## src/rtl/gpio_int_pkg.sv

```systemverilog
// Shared register map, interrupt encodings and bus timing constants for the
// GPIO / interrupt controller.
package gpio_int_pkg;

  typedef enum logic [2:0] {
    REG_GPIO_OUT = 3'd0,
    REG_GPIO_OE  = 3'd1,
    REG_GPIO_IN  = 3'd2,
    REG_INT_EN   = 3'd3,
    REG_INT_TYPE = 3'd4,
    REG_INT_POL  = 3'd5,
    REG_INT_PEND = 3'd6,
    REG_INT_STAT = 3'd7
  } reg_off_e;

  typedef enum logic {
    INT_LEVEL = 1'b0,
    INT_EDGE  = 1'b1
  } int_type_e;

  typedef enum logic {
    POL_LOW  = 1'b0,
    POL_HIGH = 1'b1
  } int_pol_e;

  localparam int unsigned WR_ACK_LATENCY = 1;

  // Expands the 4-bit byte-lane select into a 32-bit bit mask.
  function automatic logic [31:0] lane_mask(input logic [3:0] sel);
    return {{8{sel[3]}}, {8{sel[2]}}, {8{sel[1]}}, {8{sel[0]}}};
  endfunction

endpackage

```

## src/rtl/int_src_cell.sv

```systemverilog
// One interrupt source: 2-flop synchronizer, previous-value flop for edge
// detection, and the pending bit in either edge (sticky, W1C) or level mode.
module int_src_cell
  import gpio_int_pkg::*;
(
  input  logic clk,
  input  logic reset_n,
  input  logic sync_reset,
  input  logic int_i,
  input  logic type_i,
  input  logic pol_i,
  input  logic clr_i,
  output logic pend_o
);

  logic sync1_q, sync2_q, prev_q;
  logic pend_q, pend_d;
  logic edge_hit;

  always_ff @(posedge clk or negedge reset_n) begin
    if (!reset_n) begin
      sync1_q <= 1'b0;
      sync2_q <= 1'b0;
      prev_q  <= 1'b0;
      pend_q  <= 1'b0;
    end else if (sync_reset) begin
      sync1_q <= 1'b0;
      sync2_q <= 1'b0;
      prev_q  <= 1'b0;
      pend_q  <= 1'b0;
    end else begin
      sync1_q <= int_i;
      sync2_q <= sync1_q;
      prev_q  <= sync2_q;
      pend_q  <= pend_d;
    end
  end

  // A detected edge is OR-ed in after the clear so a same-cycle W1C loses.
  always_comb begin
    edge_hit = (pol_i == POL_HIGH) ? (sync2_q & ~prev_q) : (~sync2_q & prev_q);
    pend_d   = pend_q;
    if (type_i == INT_EDGE) begin
      pend_d = edge_hit | (pend_q & ~clr_i);
    end else begin
      pend_d = (sync2_q == pol_i);
    end
  end

  assign pend_o = pend_q;

endmodule

```

## src/rtl/gpio_int_ctrl.sv

```systemverilog
// GPIO and external interrupt controller with separate Wishbone-style read
// and write ports and an eight-word register window at BASE_ADDR.
module gpio_int_ctrl
  import gpio_int_pkg::*;
#(
  parameter int NUM_GPIOS = 32,
  parameter int NUM_INTX  = 8,
  parameter int ADDR_BITS = 12,
  parameter int BASE_ADDR = 0
) (
  input  logic                 clk,
  input  logic                 reset_n,
  input  logic                 sync_reset,
  input  logic                 WB_RD_STB_I,
  input  logic [ADDR_BITS-1:0] WB_RD_ADR_I,
  output logic [31:0]          WB_RD_DAT_O,
  output logic                 WB_RD_ACK_O,
  input  logic                 WB_WR_STB_I,
  input  logic                 WB_WR_WE_I,
  input  logic [3:0]           WB_WR_SEL_I,
  input  logic [ADDR_BITS-1:0] WB_WR_ADR_I,
  input  logic [31:0]          WB_WR_DAT_I,
  output logic                 WB_WR_ACK_O,
  input  logic [NUM_GPIOS-1:0] gpio_in,
  output logic [NUM_GPIOS-1:0] gpio_out,
  output logic [NUM_GPIOS-1:0] gpio_oe,
  input  logic [NUM_INTX-1:0]  INTx,
  output logic                 int_gen
);

  localparam logic [ADDR_BITS-1:0] BASE = ADDR_BITS'(BASE_ADDR);

  logic [NUM_GPIOS-1:0] out_q, out_d, oe_q, oe_d;
  logic [NUM_GPIOS-1:0] gin1_q, gin2_q;
  logic [NUM_INTX-1:0]  en_q, en_d, type_q, type_d, pol_q, pol_d;
  logic [NUM_INTX-1:0]  pend_clr, int_pend;
  logic [WR_ACK_LATENCY-1:0] wr_ack_q;
  logic                 rd_ack_q, int_gen_q;
  logic [31:0]          rd_dat_q, rd_data;

  logic [ADDR_BITS-1:0] rd_off, wr_off;
  logic                 rd_hit, wr_hit, wr_en;
  reg_off_e             rd_sel, wr_sel;
  logic [31:0]          lane;
  logic [NUM_GPIOS-1:0] g_mask, g_dat;
  logic [NUM_INTX-1:0]  i_mask, i_dat;

  // Offsets wrap modulo 2^ADDR_BITS, so one unsigned compare bounds the window.
  assign rd_off = WB_RD_ADR_I - BASE;
  assign wr_off = WB_WR_ADR_I - BASE;
  assign rd_hit = rd_off < ADDR_BITS'(8);
  assign wr_hit = wr_off < ADDR_BITS'(8);
  assign rd_sel = reg_off_e'(rd_off[2:0]);
  assign wr_sel = reg_off_e'(wr_off[2:0]);
  assign wr_en  = WB_WR_STB_I & WB_WR_WE_I & wr_hit;

  assign lane   = lane_mask(WB_WR_SEL_I);
  assign g_mask = lane[NUM_GPIOS-1:0];
  assign g_dat  = WB_WR_DAT_I[NUM_GPIOS-1:0];
  assign i_mask = lane[NUM_INTX-1:0];
  assign i_dat  = WB_WR_DAT_I[NUM_INTX-1:0];

  always_comb begin
    out_d    = out_q;
    oe_d     = oe_q;
    en_d     = en_q;
    type_d   = type_q;
    pol_d    = pol_q;
    pend_clr = '0;
    if (wr_en) begin
      case (wr_sel)
        REG_GPIO_OUT: out_d    = (out_q  & ~g_mask) | (g_dat & g_mask);
        REG_GPIO_OE:  oe_d     = (oe_q   & ~g_mask) | (g_dat & g_mask);
        REG_INT_EN:   en_d     = (en_q   & ~i_mask) | (i_dat & i_mask);
        REG_INT_TYPE: type_d   = (type_q & ~i_mask) | (i_dat & i_mask);
        REG_INT_POL:  pol_d    = (pol_q  & ~i_mask) | (i_dat & i_mask);
        REG_INT_PEND: pend_clr = i_dat & i_mask;
        default: ;
      endcase
    end
  end

  // Read mux sees only current register state, so a same-cycle write is not visible.
  always_comb begin
    rd_data = '0;
    if (rd_hit) begin
      case (rd_sel)
        REG_GPIO_OUT: rd_data = 32'(out_q);
        REG_GPIO_OE:  rd_data = 32'(oe_q);
        REG_GPIO_IN:  rd_data = 32'(gin2_q);
        REG_INT_EN:   rd_data = 32'(en_q);
        REG_INT_TYPE: rd_data = 32'(type_q);
        REG_INT_POL:  rd_data = 32'(pol_q);
        REG_INT_PEND: rd_data = 32'(int_pend);
        REG_INT_STAT: rd_data = 32'(int_pend & en_q);
        default:      rd_data = '0;
      endcase
    end
  end

  always_ff @(posedge clk or negedge reset_n) begin
    if (!reset_n) begin
      out_q     <= '0;
      oe_q      <= '0;
      en_q      <= '0;
      type_q    <= '0;
      pol_q     <= '0;
      gin1_q    <= '0;
      gin2_q    <= '0;
      wr_ack_q  <= '0;
      rd_ack_q  <= 1'b0;
      rd_dat_q  <= '0;
      int_gen_q <= 1'b0;
    end else if (sync_reset) begin
      out_q     <= '0;
      oe_q      <= '0;
      en_q      <= '0;
      type_q    <= '0;
      pol_q     <= '0;
      gin1_q    <= '0;
      gin2_q    <= '0;
      wr_ack_q  <= '0;
      rd_ack_q  <= 1'b0;
      rd_dat_q  <= '0;
      int_gen_q <= 1'b0;
    end else begin
      out_q     <= out_d;
      oe_q      <= oe_d;
      en_q      <= en_d;
      type_q    <= type_d;
      pol_q     <= pol_d;
      gin1_q    <= gpio_in;
      gin2_q    <= gin1_q;
      wr_ack_q  <= (wr_ack_q << 1) | WR_ACK_LATENCY'(WB_WR_STB_I);
      rd_ack_q  <= WB_RD_STB_I;
      rd_dat_q  <= WB_RD_STB_I ? rd_data : '0;
      int_gen_q <= |(int_pend & en_q);
    end
  end

  for (genvar i = 0; i < NUM_INTX; i++) begin : g_src
    int_src_cell u_cell (
      .clk       (clk),
      .reset_n   (reset_n),
      .sync_reset(sync_reset),
      .int_i     (INTx[i]),
      .type_i    (type_q[i]),
      .pol_i     (pol_q[i]),
      .clr_i     (pend_clr[i]),
      .pend_o    (int_pend[i])
    );
  end

  assign gpio_out    = out_q;
  assign gpio_oe     = oe_q;
  assign WB_RD_DAT_O = rd_dat_q;
  assign WB_RD_ACK_O = rd_ack_q;
  assign WB_WR_ACK_O = wr_ack_q[WR_ACK_LATENCY-1];
  assign int_gen     = int_gen_q;

endmodule
```

## config.mk

```make
export PLATFORM = sky130hd
export DESIGN_NAME = gpio_int_ctrl
export DESIGN_NICKNAME = d
export VERILOG_FILES = /design/src/rtl/gpio_int_pkg.sv /design/src/rtl/int_src_cell.sv /design/src/rtl/gpio_int_ctrl.sv
export SDC_FILE = /design/constraint.sdc
export NUM_CORES = 1
export LEC_CHECK = 0
export CORE_MARGIN = 1.5
export CORE_UTILIZATION = 25
export DETAILED_ROUTE_END_ITERATION = 8
export GPL_ROUTABILITY_DRIVEN = 1
export GPL_TIMING_DRIVEN = 0
export PLACE_DENSITY = 0.45
export SKIP_LAST_GASP = 1
export SLEW_MARGIN = 20
export SYNTH_ARGS = -nofsm -noshare
export SYNTH_HDL_FRONTEND = slang
export SYNTH_SLANG_ARGS = --single-unit
```

## constraint.sdc

```tcl
create_clock -name clk -period 1 [get_ports clk]
set_input_delay 0.15 -clock clk [delete_from_list [all_inputs] [get_ports clk]]
set_output_delay 0.15 -clock clk [all_outputs]
set_load 0.01 [all_outputs]
```

======== Word level (Yosys, flattened, before mapping) ========
Cells that the tools add are included.
storage, ports and cells
  register bits after elaboration ......... 219
  output and inout port bits .............. 99
  bits of input ports ..................... 106
  logic and storage cells ................. 227
cells by class
  bitwise gates (word level) .............. 74
  mux-type cells .......................... 74
  eq/ne operators ......................... 20
  reduce and logical (&&, ||, !) cells .... 14
  magnitude comparators ................... 2
operator list
  operator                                                                       count
  32-bit 2-to-1 mux                                                              11
  32-bit case mux with 8 select lines                                            1
  32-bit AND                                                                     3
  8-bit 2-to-1 mux                                                               11
  32-bit OR                                                                      2
  1-bit 2-to-1 mux                                                               51
  8-bit AND                                                                      6
  32-bit NOT                                                                     1
  1-bit AND                                                                      26
  12-bit by 4-bit less-than comparator with 1-bit output, second input constant  2
  1-bit NOT                                                                      24
  8-bit OR                                                                       3
  3-bit == test, second input constant                                           7
  2-bit nonzero test                                                             6
  2-bit AND reduction                                                            5
  3-bit by 2-bit == test with 1-bit output, second input constant                3
  1-bit == test                                                                  8
  8-bit NOT                                                                      1
  1-bit OR                                                                       8
  8-bit OR reduction                                                             1
  3-bit by 1-bit == test with 1-bit output, second input constant                2
  3-bit zero test                                                                2

======== Longest topological paths before layout ========
  depth after elaboration ................. 8
  gate-level depth with buffers ........... 7
  mapped depth without buffers ............ 4

======== Cells and area by module ========
A second synthesis with hierarchy kept.
unflattened totals
  cell total of the unflattened synthesis .. 799
  area total of the unflattened synthesis .. 9516.6 um2
modules (own cells, without submodules)
  module         area an instance (um2)  instances  cells each  seq. area each (um2)
  gpio_int_ctrl  8285.4                  1          687         4679.5
  int_src_cell   153.9                   8          14          100.1

======== Least setup slack after synthesis ========
No wires, ideal clock.
  path type ............................... input to register
  start point ............................. input port WB_WR_ADR_I[6]
  end point ............................... register pol_q[0]
  slack ................................... -0.874 ns
  arrival time ............................ 1.742 ns
  stages .................................. 6
  setup time .............................. 0.132 ns
  required time ........................... 0.868 ns
  path buffers ............................ 2
  path through ............................ or4_4 > buf_6 > or4_1 > buf_2 > mux2i_1 > nor2_1
on the way
  longest elaborated chain between the ends .. 4
ends and longest elaborated chain
  element                                                 line                  source
  from (decl)                                             gpio_int_ctrl.sv:21   input logic [ADDR_BITS-1:0] WB_WR_ADR_I,
  12-bit by 4-bit less-than comparator with 1-bit output  gpio_int_ctrl.sv:52   assign wr_hit = wr_off < ADDR_BITS'(8);
  1-bit AND                                               gpio_int_ctrl.sv:55   assign wr_en = WB_WR_STB_I & WB_WR_WE_I & wr_hit;
  2-bit nonzero test (no line)                            --
  2-bit AND reduction (no line)                           --
  to (signal assigned)                                    gpio_int_ctrl.sv:131  pol_q <= pol_d;
  to (decl)                                               gpio_int_ctrl.sv:35   logic [NUM_INTX-1:0] en_q, en_d, type_q, type_d, pol_q, pol_d;
No other way between the ends.
A chain may end at the register's enable or synchronous reset.

======== Final worst setup path ========
  start point ............................. input port WB_WR_ADR_I[8]
  end point ............................... register pol_q[1]
The elaborated chain is that of the path after synthesis.

==> summary.txt <==
STA
  – Setup Total Neg Slack: -64.25 ns
  – Final period demand of the worst path: approximately 1.5 ns
  – Max-slew headroom at the worst pin: 0.472
  – Final Cycle Share: 1.50
  – Worst-case clock skew: 0.00848 ns
  – Final hold slack: -0.366 ns
  – Worst setup margin: -0.495 ns
  – Measured slew at the worst slew-check pin: 0.792 ns
  – F_max: ~0.67 GHz
  – RSZ-0062 raised after global routing: yes
  – Number of failing setup endpoints in the final timing report: between 200 and 250
  – Hold violation count in the final report: approximately 90
  – Max Transition Viols Final: 0

Setup path
  – CP top delay family: simple AND/OR/NAND/NOR gates
  – CP max stage cell: sky130_fd_sc_hd__or4_4
  – Maximum fanout along the worst path: 8
  – Worst path required time: 1.40 ns
  – Stage delay of the slowest cell on the critical path: roughly 0.57 ns
  – Startpoint class of the critical path: input pin
  – Data arrival time of the worst path: between 1.5 and 2 ns
  – Critical path start-end classification: input pin to flip-flop
  – Critical Path End Type: flip-flop
  – Worst path bufs/invs: 3
  – CP cell instances: buf_6, or4_4, buf_12, or4_4, buf_12, mux2i_1, nor2_1

Placed design
  – Setup slack after placement: -2.10 ns
  – Count of port buffers added during placement: slightly above 200
  – Weighted congestion at the end of routability-driven global placement: 0.763
  – Total instance count after detailed placement: 1,445
  – Detailed Place HPWL: roughly 21,000 um

Drt
  – Routed wirelength normalized by instance count: 19.9 um
  – Number of vias per cell: between 4 and 5
  – Total via count in the routed design: approximately 7k
  – Drt first-iter violations: slightly below 300
  – Top sig layer: met5
  – Routed wire length on met3: between 1500 and 2000 um
  – Residual antenna-violating net count after detailed routing: 0
  – Number of DRC violations after detailed routing: 0
  – M1 wire length: between 10,000 and 15,000 um
  – Total Routed Length: between 30,000 and 40,000 um
  – Met2 wire length: 14,400 um
  – DRT Pass-1 Iters: 4

Die
  – Total Die Area: 37,900 um^2
  – IO Pins: a little over 200
  – Chip Height: approximately 200 um
  – Width of the die: roughly 200 um
  – Core Footprint: about 36,000 um^2
  – Starting density of the core: 0.256
  – Placement row count: 69

Global route
  – Via count of the first global-routing pass: roughly 7.7k
  – Leftover overflow at the end of global routing: 0
  – Wire length of the first global-routing pass: about 48,000 um
  – Antenna violations before repair: 1
  – Maximum number of pins on one net before global-route repair: 93
  – Overall Global Routing Usage: 0.168

Power
  – Largest voltage drop on the vdd net: 0.00112 V
  – LEAKAGE: between 6 and 7 nW
  – Cell area power density: roughly 1400 nW/um^2

Logic synthesis
  – Largest family of logic cells by synthesized area: simple AND/OR/NAND/NOR gates
  – Synth Warn #: 0
  – Fraction of post-synthesis cell area in the top cell type by area: 0.597
  – Fraction of the mapped netlist area in adder cells: 0
  – Cell types with the highest counts after synthesis: sky130_fd_sc_hd__dfrtp_1 (219), sky130_fd_sc_hd__nor2_1 (138), sky130_fd_sc_hd__mux2i_1 (91), sky130_fd_sc_hd__nor2b_1 (91), sky130_fd_sc_hd__clkbuf_1 (46)
  – Multiplexer share of the synthesized area: 0.114
  – Synthesized netlist net count: between 800 and 900
  – Leading register cell type out of synthesis: sky130_fd_sc_hd__dfrtp_1
  – Mean cell area of the mapped netlist: approximately 12 um^2
  – Top post-synthesis cells by area: sky130_fd_sc_hd__dfrtp_1 (60%), sky130_fd_sc_hd__mux2i_1 (9.9%), sky130_fd_sc_hd__nor2b_1 (6.2%)
  – Count of distinct cell types in the synthesized netlist: 40
  – Cell type with the largest total area after synthesis: sky130_fd_sc_hd__dfrtp_1
  – Xor/xnor share of the synthesized area: 0.00763
  – Number of flops mapped to enable cells by yosys: 0
  – Sequential area share after synthesis: 0.597
  – Basic-gate share of the synthesized area counting and, or, nand and nor cells: 0.178
  – Syn Inst Count: ~780
  – Ys async rst share: 1.00
  – Most used standard cell by instance count after synthesis: sky130_fd_sc_hd__dfrtp_1
  – Post-Syn Area: around 9200 um^2
  – Post-synthesis register bit count: between 200 and 250
  – Share of the synthesized area in compound gates (AO/OA/AOI/OAI): 0.0744

Worst hold path
  – Hold WC Path Type: input pin to asynchronous set/reset pin

Final layout
  – Fraction of layout cells with a size suffix above 1: 0.360
  – Layout area overhead: 55.7%
  – Final Non-Filler Cells: 1,585
  – End-of-flow core utilization: 0.399
  – Post-layout net count: approximately 1.2k

Clocking
  – Root buffer cell: sky130_fd_sc_hd__clkbuf_16
  – Sinks on the clock net: around 220
  – TritonCTS clock tree: yes
  – CTS Buf Count: 26
  – Maximum buffer depth of the clock tree: 3
  – Clock edge transition at the registers on the reported setup and hold paths: ~0.06 ns
  – Count of H-tree levels built during CTS: 1
  – Clock Latency Late Sink: 0.53 ns

Flow run
  – # Max-Cap Violations: 0

Run status
  – Result of the run: complete, but fails checks
  – Violated checks: hold timing, setup timing
## area by class of cell
class,instances,area [um^2]
fillers,3495,21500
flip-flops and latches,219,5480
multi-input cells,495,4040
repair buffers,306,2830
clock buffers,35,746
well taps,461,577
plain buffers,48,475
clock inverters,9,100
inverters,11,41.3
diodes,1,2.50
## cell usage in the layout (no fill, tap or decap), types with 9 or more instances in the layout
cell and n:
sky130_fd_sc_hd__dfrtp_1 217, sky130_fd_sc_hd__nor2_1 127, sky130_fd_sc_hd__nor2b_1 90, sky130_fd_sc_hd__mux2i_1 88, sky130_fd_sc_hd__buf_2 75, sky130_fd_sc_hd__clkdlybuf4s50_1 73
sky130_fd_sc_hd__buf_6 67, sky130_fd_sc_hd__buf_4 60, sky130_fd_sc_hd__clkbuf_16 31, sky130_fd_sc_hd__a2bb2oi_2 18, sky130_fd_sc_hd__clkbuf_1 16, sky130_fd_sc_hd__buf_12 15
sky130_fd_sc_hd__o22ai_2 13, sky130_fd_sc_hd__clkbuf_8 12, sky130_fd_sc_hd__nand2b_1 12, sky130_fd_sc_hd__inv_1 11, sky130_fd_sc_hd__o22ai_4 11, sky130_fd_sc_hd__clkbuf_2 11
sky130_fd_sc_hd__nor2_2 9, sky130_fd_sc_hd__a21oi_1 9
## kinds of logic (layout without fill, tap and decap cells)
group	Yosys count	in the layout
AO/OA/AOI/OAI	96	96
AND/OR/NAND/NOR	294	294
multiplexers	97	97
buffers and inverters	64	409
flip-flops	219	219
other	0	1
XOR/XNOR	8	8
## per-stage QoR
stage | instance area, um^2 | power, mW
after global routing | 14300 | 21.3
after CTS | 13700 | 20.6
after floorplan | 9360 | 9.88
after global placement | 12000 | 10.9
final | 14300 | 20.4
after detailed placement | 12100 | 10.9
## registers in the layout, indices dropped and copies added, names as in the netlist, 8 cells and up
name and count:
gpio_oe 32, pol_q 8, g_src.u_cell.sync1_q 8, type_q 8
gin2_q 32, gin1_q 32, g_src.u_cell.pend_o 8, g_src.u_cell.prev_q 8
WB_RD_DAT_O 32, gpio_out 32, en_q 8, g_src.u_cell.sync2_q 8
## metal layers
| metal | up-vias | global-route usage |
|---|---|---|
| li1 | 3347 | - |
| met1 | 3535 | 0.238 |
| met2 | 160 | 0.266 |
| met3 | 35 | 0.0330 |
| met4 | 2 | 0.0362 |
| met5 | - | 0 |
## where the power goes
group	switching (mW)	internal [mW]	leakage, nW
clock	3.79	5.70	0.414
combinational	0.936	0.900	3.37
sequential	0.0817	9.04	2.97
total	4.81	15.6	6.76
## what timing repair did
item / CTS / global route
resized for setup: 587 / 135
setup buffers: 92 / 11
pin swaps: 22 / 46
setup endpoints to repair: 312 / 242
endpoints found under the hold margin: 91 / 92
cloned: 3 / 0
## final timing paths
| check | startpoint | endpoint | slack [ns] | cells past startpoint |
|---|---|---|---|---|
| setup / recovery | WB_WR_ADR_I[8] | pol_q[1] | -0.50 | 7 |
| hold / removal | reset_n | g_src[0].u_cell.sync1_q | -0.37 | 2 |
| setup reg to reg | en_q[7] | WB_RD_DAT_O[7] | -0.35 | 4 |
| hold reg to reg | gin1_q[13] | gin2_q[13] | 0.45 | 1 |
| max in group asynchronous | reset_n | WB_RD_DAT_O[11] | 0.27 | 4 |
| min in group clk | sync_reset | WB_RD_ACK_O | 0.04 | 3 |
No activity file was read; power rests on OpenSTA's default activity.
